[src/rtl/playback_pkg.sv]
// Shared types for the playback controller: FSM state encoding, BCD/time widths
// and the next-state function used by the top-level FSM.
package playback_pkg;

  localparam int BCD_W   = 4;
  localparam int TIME_W  = 3 * BCD_W;
  localparam int STATE_W = 3;

  typedef enum logic [STATE_W-1:0] {
    ST_IDLE     = 3'b000,
    ST_PLAYING  = 3'b001,
    ST_PAUSED   = 3'b010,
    ST_FINISHED = 3'b011,
    ST_RELOAD   = 3'b100
  } state_t;

  // Priority inside every state: stop > end_match > play.
  function automatic state_t next_state(input state_t cur, input logic play,
                                        input logic stop, input logic end_match,
                                        input logic loop_en);
    state_t v_next;
    v_next = cur;
    case (cur)
      ST_IDLE:     if (!stop && play) v_next = ST_RELOAD;
      ST_RELOAD:   v_next = ST_PLAYING;
      ST_PLAYING: begin
        if (stop)           v_next = ST_IDLE;
        else if (end_match) v_next = loop_en ? ST_RELOAD : ST_FINISHED;
        else if (play)      v_next = ST_PAUSED;
      end
      ST_PAUSED: begin
        if (stop)      v_next = ST_IDLE;
        else if (play) v_next = ST_PLAYING;
      end
      ST_FINISHED: begin
        if (stop)      v_next = ST_IDLE;
        else if (play) v_next = ST_RELOAD;
      end
      default:     v_next = ST_IDLE;
    endcase
    return v_next;
  endfunction

endpackage

[src/rtl/button_debounce.sv]
// Two-flop synchronizer plus stability counter; emits a one-cycle pulse on an
// accepted rising level. After reset the button must be seen released first.
module button_debounce #(
  parameter int DEBOUNCE_CYCLES = 4,
  parameter int DEB_W           = 16
) (
  input  logic clk,
  input  logic reset,
  input  logic btn_raw,
  output logic btn_pulse
);

  localparam logic [DEB_W-1:0] LAST_CNT = DEB_W'(DEBOUNCE_CYCLES - 1);

  logic             r_sync1, r_sync2;
  logic             r_level, r_armed, r_pulse;
  logic [DEB_W-1:0] r_cnt;
  logic             w_eff_level, w_change;

  // Until a released level is accepted, behave as if the button were held so a
  // press spanning reset can never produce a pulse.
  assign w_eff_level = r_level | ~r_armed;
  assign w_change    = r_sync2 ^ w_eff_level;
  assign btn_pulse   = r_pulse;

  always_ff @(posedge clk or negedge reset) begin
    if (!reset) begin
      r_sync1 <= 1'b0;
      r_sync2 <= 1'b0;
      r_level <= 1'b0;
      r_armed <= 1'b0;
      r_pulse <= 1'b0;
      r_cnt   <= '0;
    end else begin
      r_sync1 <= btn_raw;
      r_sync2 <= r_sync1;
      r_pulse <= 1'b0;
      if (!w_change) begin
        r_cnt <= '0;
      end else if (r_cnt == LAST_CNT) begin
        r_cnt   <= '0;
        r_level <= r_sync2;
        r_armed <= 1'b1;
        r_pulse <= r_sync2;
      end else begin
        r_cnt <= r_cnt + 1'b1;
      end
    end
  end

endmodule

[src/rtl/playback_controller.sv]
// Playback sequencing FSM driving an external MM:SS BCD Timer.
// Define PLAYBACK_LOOP_EN to auto-repeat the track instead of stopping in FINISHED.
module playback_controller
  import playback_pkg::*;
#(
  parameter int DEBOUNCE_CYCLES = 4,
  parameter int DEB_W           = 16
) (
  input  logic               clk,
  input  logic               reset,
  input  logic               play_btn,
  input  logic               stop_btn,
  input  logic [BCD_W-1:0]   track_min,
  input  logic [BCD_W-1:0]   track_sec1,
  input  logic [BCD_W-1:0]   track_sec0,
  input  logic [BCD_W-1:0]   minutes0,
  input  logic [BCD_W-1:0]   seconds1,
  input  logic [BCD_W-1:0]   seconds0,
  output logic               timer_count,
  output logic               timer_reset,
  output logic               playing,
  output logic               finished,
  output logic [STATE_W-1:0] state
);

`ifdef PLAYBACK_LOOP_EN
  localparam logic LOOP_EN = 1'b1;
`else
  localparam logic LOOP_EN = 1'b0;
`endif

  state_t            r_state;
  logic [TIME_W-1:0] r_len;
  logic              r_timer_reset, r_playing, r_finished;
  logic              w_play, w_stop, w_end_match;
  state_t            w_next;

  button_debounce #(.DEBOUNCE_CYCLES(DEBOUNCE_CYCLES), .DEB_W(DEB_W)) u_play_deb (
    .clk(clk), .reset(reset), .btn_raw(play_btn), .btn_pulse(w_play)
  );

  button_debounce #(.DEBOUNCE_CYCLES(DEBOUNCE_CYCLES), .DEB_W(DEB_W)) u_stop_deb (
    .clk(clk), .reset(reset), .btn_raw(stop_btn), .btn_pulse(w_stop)
  );

  assign w_end_match = ({minutes0, seconds1, seconds0} == r_len);
  assign w_next      = next_state(r_state, w_play, w_stop, w_end_match, LOOP_EN);

  // Combinational so the Timer freezes on the very cycle it reaches the length.
  assign timer_count = (r_state == ST_PLAYING) & ~w_end_match;
  assign timer_reset = r_timer_reset;
  assign playing     = r_playing;
  assign finished    = r_finished;
  assign state       = r_state;

  always_ff @(posedge clk or negedge reset) begin
    if (!reset) begin
      r_state       <= ST_IDLE;
      r_len         <= '0;
      r_timer_reset <= 1'b0;
      r_playing     <= 1'b0;
      r_finished    <= 1'b0;
    end else begin
      r_state       <= w_next;
      r_timer_reset <= (w_next != ST_IDLE) && (w_next != ST_RELOAD);
      r_playing     <= (w_next == ST_PLAYING);
`ifdef PLAYBACK_LOOP_EN
      r_finished    <= (r_state == ST_PLAYING) && (w_next == ST_RELOAD);
`else
      r_finished    <= (w_next == ST_FINISHED);
`endif
      // Length is captured only when starting from IDLE; replays keep it.
      if ((r_state == ST_IDLE) && (w_next == ST_RELOAD))
        r_len <= {track_min, track_sec1, track_sec0};
    end
  end

endmodule

[config.mk]
export PLATFORM = sky130hd
export DESIGN_NAME = playback_controller
export DESIGN_NICKNAME = d
export VERILOG_FILES = /design/src/rtl/playback_pkg.sv /design/src/rtl/button_debounce.sv /design/src/rtl/playback_controller.sv
export SDC_FILE = /design/constraint.sdc
export NUM_CORES = 1
export LEC_CHECK = 0
export BUFFER_PORTS_ARGS = -buffer_cell sky130_fd_sc_hd__buf_2
export CAP_MARGIN = 30
export CORE_ASPECT_RATIO = 1.1
export CORE_MARGIN = 2
export CORE_UTILIZATION = 45
export CTS_CLUSTER_DIAMETER = 200
export CTS_CLUSTER_SIZE = 20
export DETAILED_ROUTE_END_ITERATION = 12
export PLACE_DENSITY = 0.68
export SYNTH_ARGS = -nofsm -noshare
export SYNTH_HDL_FRONTEND = slang
export SYNTH_SLANG_ARGS = --single-unit
[constraint.sdc]
create_clock -name clk -period 1.7 [get_ports clk]
set_input_delay 0.34 -clock clk [delete_from_list [all_inputs] [get_ports clk]]
set_output_delay 0.34 -clock clk [all_outputs]
set_load 0.1 [all_outputs]
### Yosys cells after proc, flatten, opt, wreduce, memory -nomap -nowiden

Index checks and enable logic that the tools add are counted.

| word-level totals | value |
|---|---|
| word-level logic and storage cells | 63 |
| RAM bits | 0 |
| output and inout bits | 7 |
| latch bits | 0 |
| bits in read-only memories | 0 |
| memories | 0 |
| bits in registers | 60 |
| input port bits | 28 |

| cells by class | value |
|---|---|
| equality and inequality tests | 11 |
| multiply operators | 0 |
| divide/modulo/power cells | 0 |
| $lt $le $gt $ge | 0 |
| mux-type cells | 17 |
| reductions and logical operators | 8 |
| shifts and indexed selects | 0 |
| bitwise gates (word level) | 8 |
| add/sub/neg operators | 2 |

Operators with widths:

| cell | count |
|---|---|
| 16-bit 2-to-1 mux | 4 |
| 16-bit by 1-bit adder with 16-bit output (second input constant) | 2 |
| 16-bit by 2-bit equality test with 1-bit output (second input constant) | 2 |
| 3-bit 2-to-1 mux | 8 |
| 3-bit one-hot mux with 5 select lines | 1 |
| 12-bit equality test | 1 |
| 3-bit by 2-bit equality test with 1-bit output (second input constant) | 3 |
| 3-bit by 1-bit equality test with 1-bit output (second input constant) | 2 |
| 3-bit equality test (second input constant) | 2 |
| 1-bit 2-to-1 mux | 4 |
| 2-bit AND reduction | 2 |
| 1-bit logical AND | 3 |
| 3-bit logical NOT | 1 |
| 3-bit inequality test (second input constant) | 1 |
| 1-bit NOT | 3 |
| 3-bit nonzero test | 1 |
| 1-bit OR | 2 |
| 1-bit XOR | 2 |
| 1-bit AND | 1 |
| 1-bit logical NOT | 1 |

### Logic depth before layout (Yosys ltp)

| depth | value |
|---|---|
| word-level depth | 6 |
| mapped depth | 6 |
| gate-level depth less buffers | 5 |

### Modules after synthesis

Synthesis repeated with hierarchy kept, for this count alone.

| second synthesis, totals | value |
|---|---|
| cell total of the unflattened synthesis | 260 |
| area total of the unflattened synthesis | 2884.0 µm² |

By module, submodules not included:

| module | instances | cells an instance | area each (µm²) |
|---|---|---|---|
| button_debounce | 2 | 93 | 973.4 |
| playback_controller | 1 | 74 | 937.1 |

### Worst setup path after synthesis

OpenSTA, ideal clock, no wires.

| timing | value |
|---|---|
| path kind | reg-to-output |
| from | register r_state[0], in the netlist state[0] |
| to | output timer_count |
| path slack | -0.693 ns |
| arrival | 2.053 ns |
| cell stages (with the launch flop) | 3 |
| cells stage by stage | dfrtp_1 -> nor2b_1 -> and3b_1 |

| between the ends | value |
|---|---|
| word-level cells in the longest chain between the ends | 2 |

Ends and longest elaborated chain:

| element | RTL line | source |
|---|---|---|
| start, declared | playback_controller.sv:32 | `state_t r_state;` |
| start signal, assigned | playback_controller.sv:64 | `r_state <= w_next;` |
| 3-bit by 1-bit equality test with 1-bit output | playback_controller.sv:50 | `assign timer_count = (r_state == ST_PLAYING) & ~w_end_match;` |
| 1-bit AND | playback_controller.sv:50 |  |
| end, declared | playback_controller.sv:19 | `output logic timer_count,` |

No other way between the ends.

### Worst setup path in the final report

| timing | value |
|---|---|
| from | register r_len[11] |
| to | output timer_count |

| between the ends | value |
|---|---|
| word-level cells in the longest chain between the ends | 3 |

Ends and longest elaborated chain:

| element | RTL line | source |
|---|---|---|
| start, declared | playback_controller.sv:33 | `logic [TIME_W-1:0] r_len;` |
| start signal, assigned | playback_controller.sv:74 | `r_len <= {track_min, track_sec1, track_sec0};` |
| 12-bit equality test | playback_controller.sv:46 | `assign w_end_match = ({minutes0, seconds1, seconds0} == r_len);` |
| 1-bit NOT | playback_controller.sv:50 |  |
| 1-bit AND | playback_controller.sv:50 |  |

No other way between the ends.

==> flow_summary.yaml <==
die:
  fp.dieW_um: 79.1
  die_h_um: 86.6
  core_mm2: 0.00608
  io_pins: 35
  die_area_mm2: 0.00686
  placementRows: 30
  initial_core_util: 0.459
routing:
  drtIter0Drc: 125
  first_pass_iters: 4
  avgRoutedWirePerCell_um: 12.6
  vias: 2070
  drcViolationCount: 0
  ant_nets: 0
  wl_um: 5030
  via_per_inst: 5.16
power_and_ir_drop:
  ir_drop_v: 0.000890
  power.leakage_nw: 1.49
  total_power_mw: 4.85
  p_per_area_mw_per_mm2: 1410
yosys:
  synth_nets: 290
  yosys.area.top_type_share: 0.537
  yosys.area.top_type: "dfrtp_1"
  synth_cell_types: 36
  synth_area_per_cell_um2: 10.7
  ys_seq_elements: 60
  netlist_top_cells_area: "dfrtp_1 (54%), xor2_1 (6.9%), xnor2_1 (5.3%), nor2_1 (5.1%), mux2_2 (4.8%)"
  synth-seq-area-share: 0.537
  syn_inst: 260
  ys_warn_count: 0
  syn-cell-area_mm2: 0.00279
setup_path:
  cp.arrival_ns: 1.70
  rr_worst_depth: 5
  path_max_fanout: 2
  critPathCaptureType: "primary output"
  reg2reg_slack_ns: 0.10
  rr_endpoint: "r_len[5]$_DFFE_PN0P_"
  crit_type: "reg2out"
  startpoint_type: "register"
  cp.required_ns: 1.36
  rr_startpoint: "state[0]$_DFF_PN0_"
layout:
  final_common_cell: "dfrtp_1"
  syn2layout_area_growth_pct: 23.1
  antennaDiodeCount: 0
  stdcell_count: 401
  drive_gt1_frac: 0.280
  post-route-util: 0.565
  fin_nets: 346
  layout_common_cells: "dfrtp_1 (57), nor2_1 (38), buf_2 (33), xor2_1 (22)"
hold_path:
  hold_path.class: "in2async"
run_status:
  violations: "hold timing, setup timing"
  status: "finished with violations"
timing:
  setup_viol: 1
  timing.hold.ws_ns: -0.00916
  fin_skew_ns: 0.0109
  maxSlewHeadroom: 0.676
  finalMaxSlewViolations: 0
  timing.final.ws_setup_ns: -0.336
  rsz0062_at_grt: "true"
  period_minus_slack_ns: 2.04
  period_share: 1.20
  finalSetupTns_ns: -0.336
  fmaxAchievable_ghz: 0.491
  hold_viol: 6
  worst_pin_slew_ns: 0.490
placement:
  globalplace.congestion: 0.828
  place_ws_ns: -0.183
  place_inst: 383
  dp_hpwl_um: 3450
  port_buffers: 34
grt:
  antenna_found_initial: 0
  grt_pass1_vias: 1988
  grt-ovfl-total: 0
  grt_pass1_wl_um: 8780
  grt_use_total: 0.167
  grt_max_degree: 61
cts:
  clockBufferDepth: 2
  cts_tree: "built"
  ctsHoldBuffers: 0
  path_clk_slew_ns: 0.07
  clkSinkCount: 60
  cts_buffers: 9
  root_buffer: "clkbuf_8"
  htreeDepth: 3
  clk_latency_ns: 0.33
job:
  drv_cap: 0
-- state kept, by name, summed over array words and instances, names as in the netlist --
name,cells
u_play_deb.r_cnt,16
u_stop_deb.r_cnt,16
r_len,12
state,3
finished,1
playing,1
timer_reset,1
u_play_deb.btn_pulse,1
u_play_deb.r_armed,1
u_play_deb.r_level,1
u_play_deb.r_sync1,1
u_play_deb.r_sync2,1
u_stop_deb.btn_pulse,1
u_stop_deb.r_armed,1
u_stop_deb.r_level,1
u_stop_deb.r_sync1,1
u_stop_deb.r_sync2,1
-- metrics by stage --
stage | area [um^2] | hold slack, ns
final | 3440 | -0.00916
after detailed placement | 3170 | 0.336
after global placement | 3170 | 0.332
after global routing | 3440 | 0.0221
after floorplan | 2810 | 0.0444
after CTS | 3420 | 0.000987
-- synth_stat cells, drive strengths merged --
cell / instances
a21bo: 1
a21oi: 6
a221oi: 1
and2: 1
and3: 4
and3b: 1
and4: 3
buf: 4
clkbuf: 1
dfrtp: 60
ha: 2
inv: 5
mux2: 12
nand2: 17
nand2b: 1
nand3: 10
nand3b: 1
nand4: 12
nor2: 38
nor2b: 5
nor3: 5
nor3b: 2
nor4: 16
o21ai: 5
o22a: 2
o22ai: 1
o31ai: 1
o41ai: 1
or3: 2
or4b: 1
xnor2: 17
xor2: 22
-- worst max path at each step --
| stage | from | slack (ns) | cells past startpoint | endpoint |
|---|---|---|---|---|
| after global routing | r_len[8]$_DFFE_PN0P_ | -0.43 | 5 | timer_count |
| after CTS | r_len[3]$_DFFE_PN0P_ | -0.40 | 5 | timer_count |
| after detailed placement | minutes0[3] | -0.18 | 6 | timer_count |
| after global placement | minutes0[3] | -0.19 | 6 | timer_count |
| after floorplan | state[2]$_DFF_PN0_ | 0.005 | 4 | r_len[10]$_DFFE_PN0P_ |
| final | r_len[11]$_DFFE_PN0P_ | -0.34 | 5 | timer_count |
-- repair_timing --
item / 4_1_cts / 5_1_grt
setup buffers: 1 / 1
gates resized for setup: 4 / 1
pin swaps: 3 / 7
setup endpoints to repair: 1 / 2
-- area by class of cell --
type	count	area, um^2
Clock inverter	5	83.8
Sequential cell	60	1510
Tap cell	80	100
Multi-Input combinational cell	190	1260
Clock buffer	11	151
Timing Repair Buffer	50	318
Inverter	5	18.8
Fill cell	563	2640
-- worst max-delay path: stages (launching register included) --
cell,delay (ns)
dfrtp_1,0.40
xor2_1,0.16
nor4_2,0.28
nand3_1,0.14
and3b_4,0.22
buf_12,0.16
-- where the power goes --
group	internal, mW	leakage [nW]	switching, mW	total, mW
clock	0.907	0.112	0.569	1.48
combinational	0.572	0.608	0.927	1.50
sequential	1.70	0.775	0.183	1.88
total	3.18	1.49	1.68	4.85
-- logic make-up (layout without fill, tap and decap cells) --
| kind of cell | Yosys count | after routing | share of synthesized area |
|---|---|---|---|
| multiplexers | 12 | 12 | 0.0484 |
| buffers and inverters | 10 | 71 | 0.0166 |
| AO/OA/AOI/OAI | 18 | 18 | 0.0421 |
| AND/OR/NAND/NOR | 119 | 119 | 0.224 |
| flip-flops | 60 | 60 | 0.537 |
| adder cells (fa/ha/maj) | 2 | 2 | 0.00896 |
| XOR/XNOR | 39 | 39 | 0.122 |
-- routing by layer --
layer | GRT usage | part of all wire | vias up
met3 | 0.0438 | 0.038 | 12
met5 | 0 | 0 | -
met4 | 0.100 | 0.028 | 0
met1 | 0.207 | 0.47 | 991
met2 | 0.263 | 0.46 | 40
li1 | - | - | 1027
No activity file was read; power rests on OpenSTA's default activity.
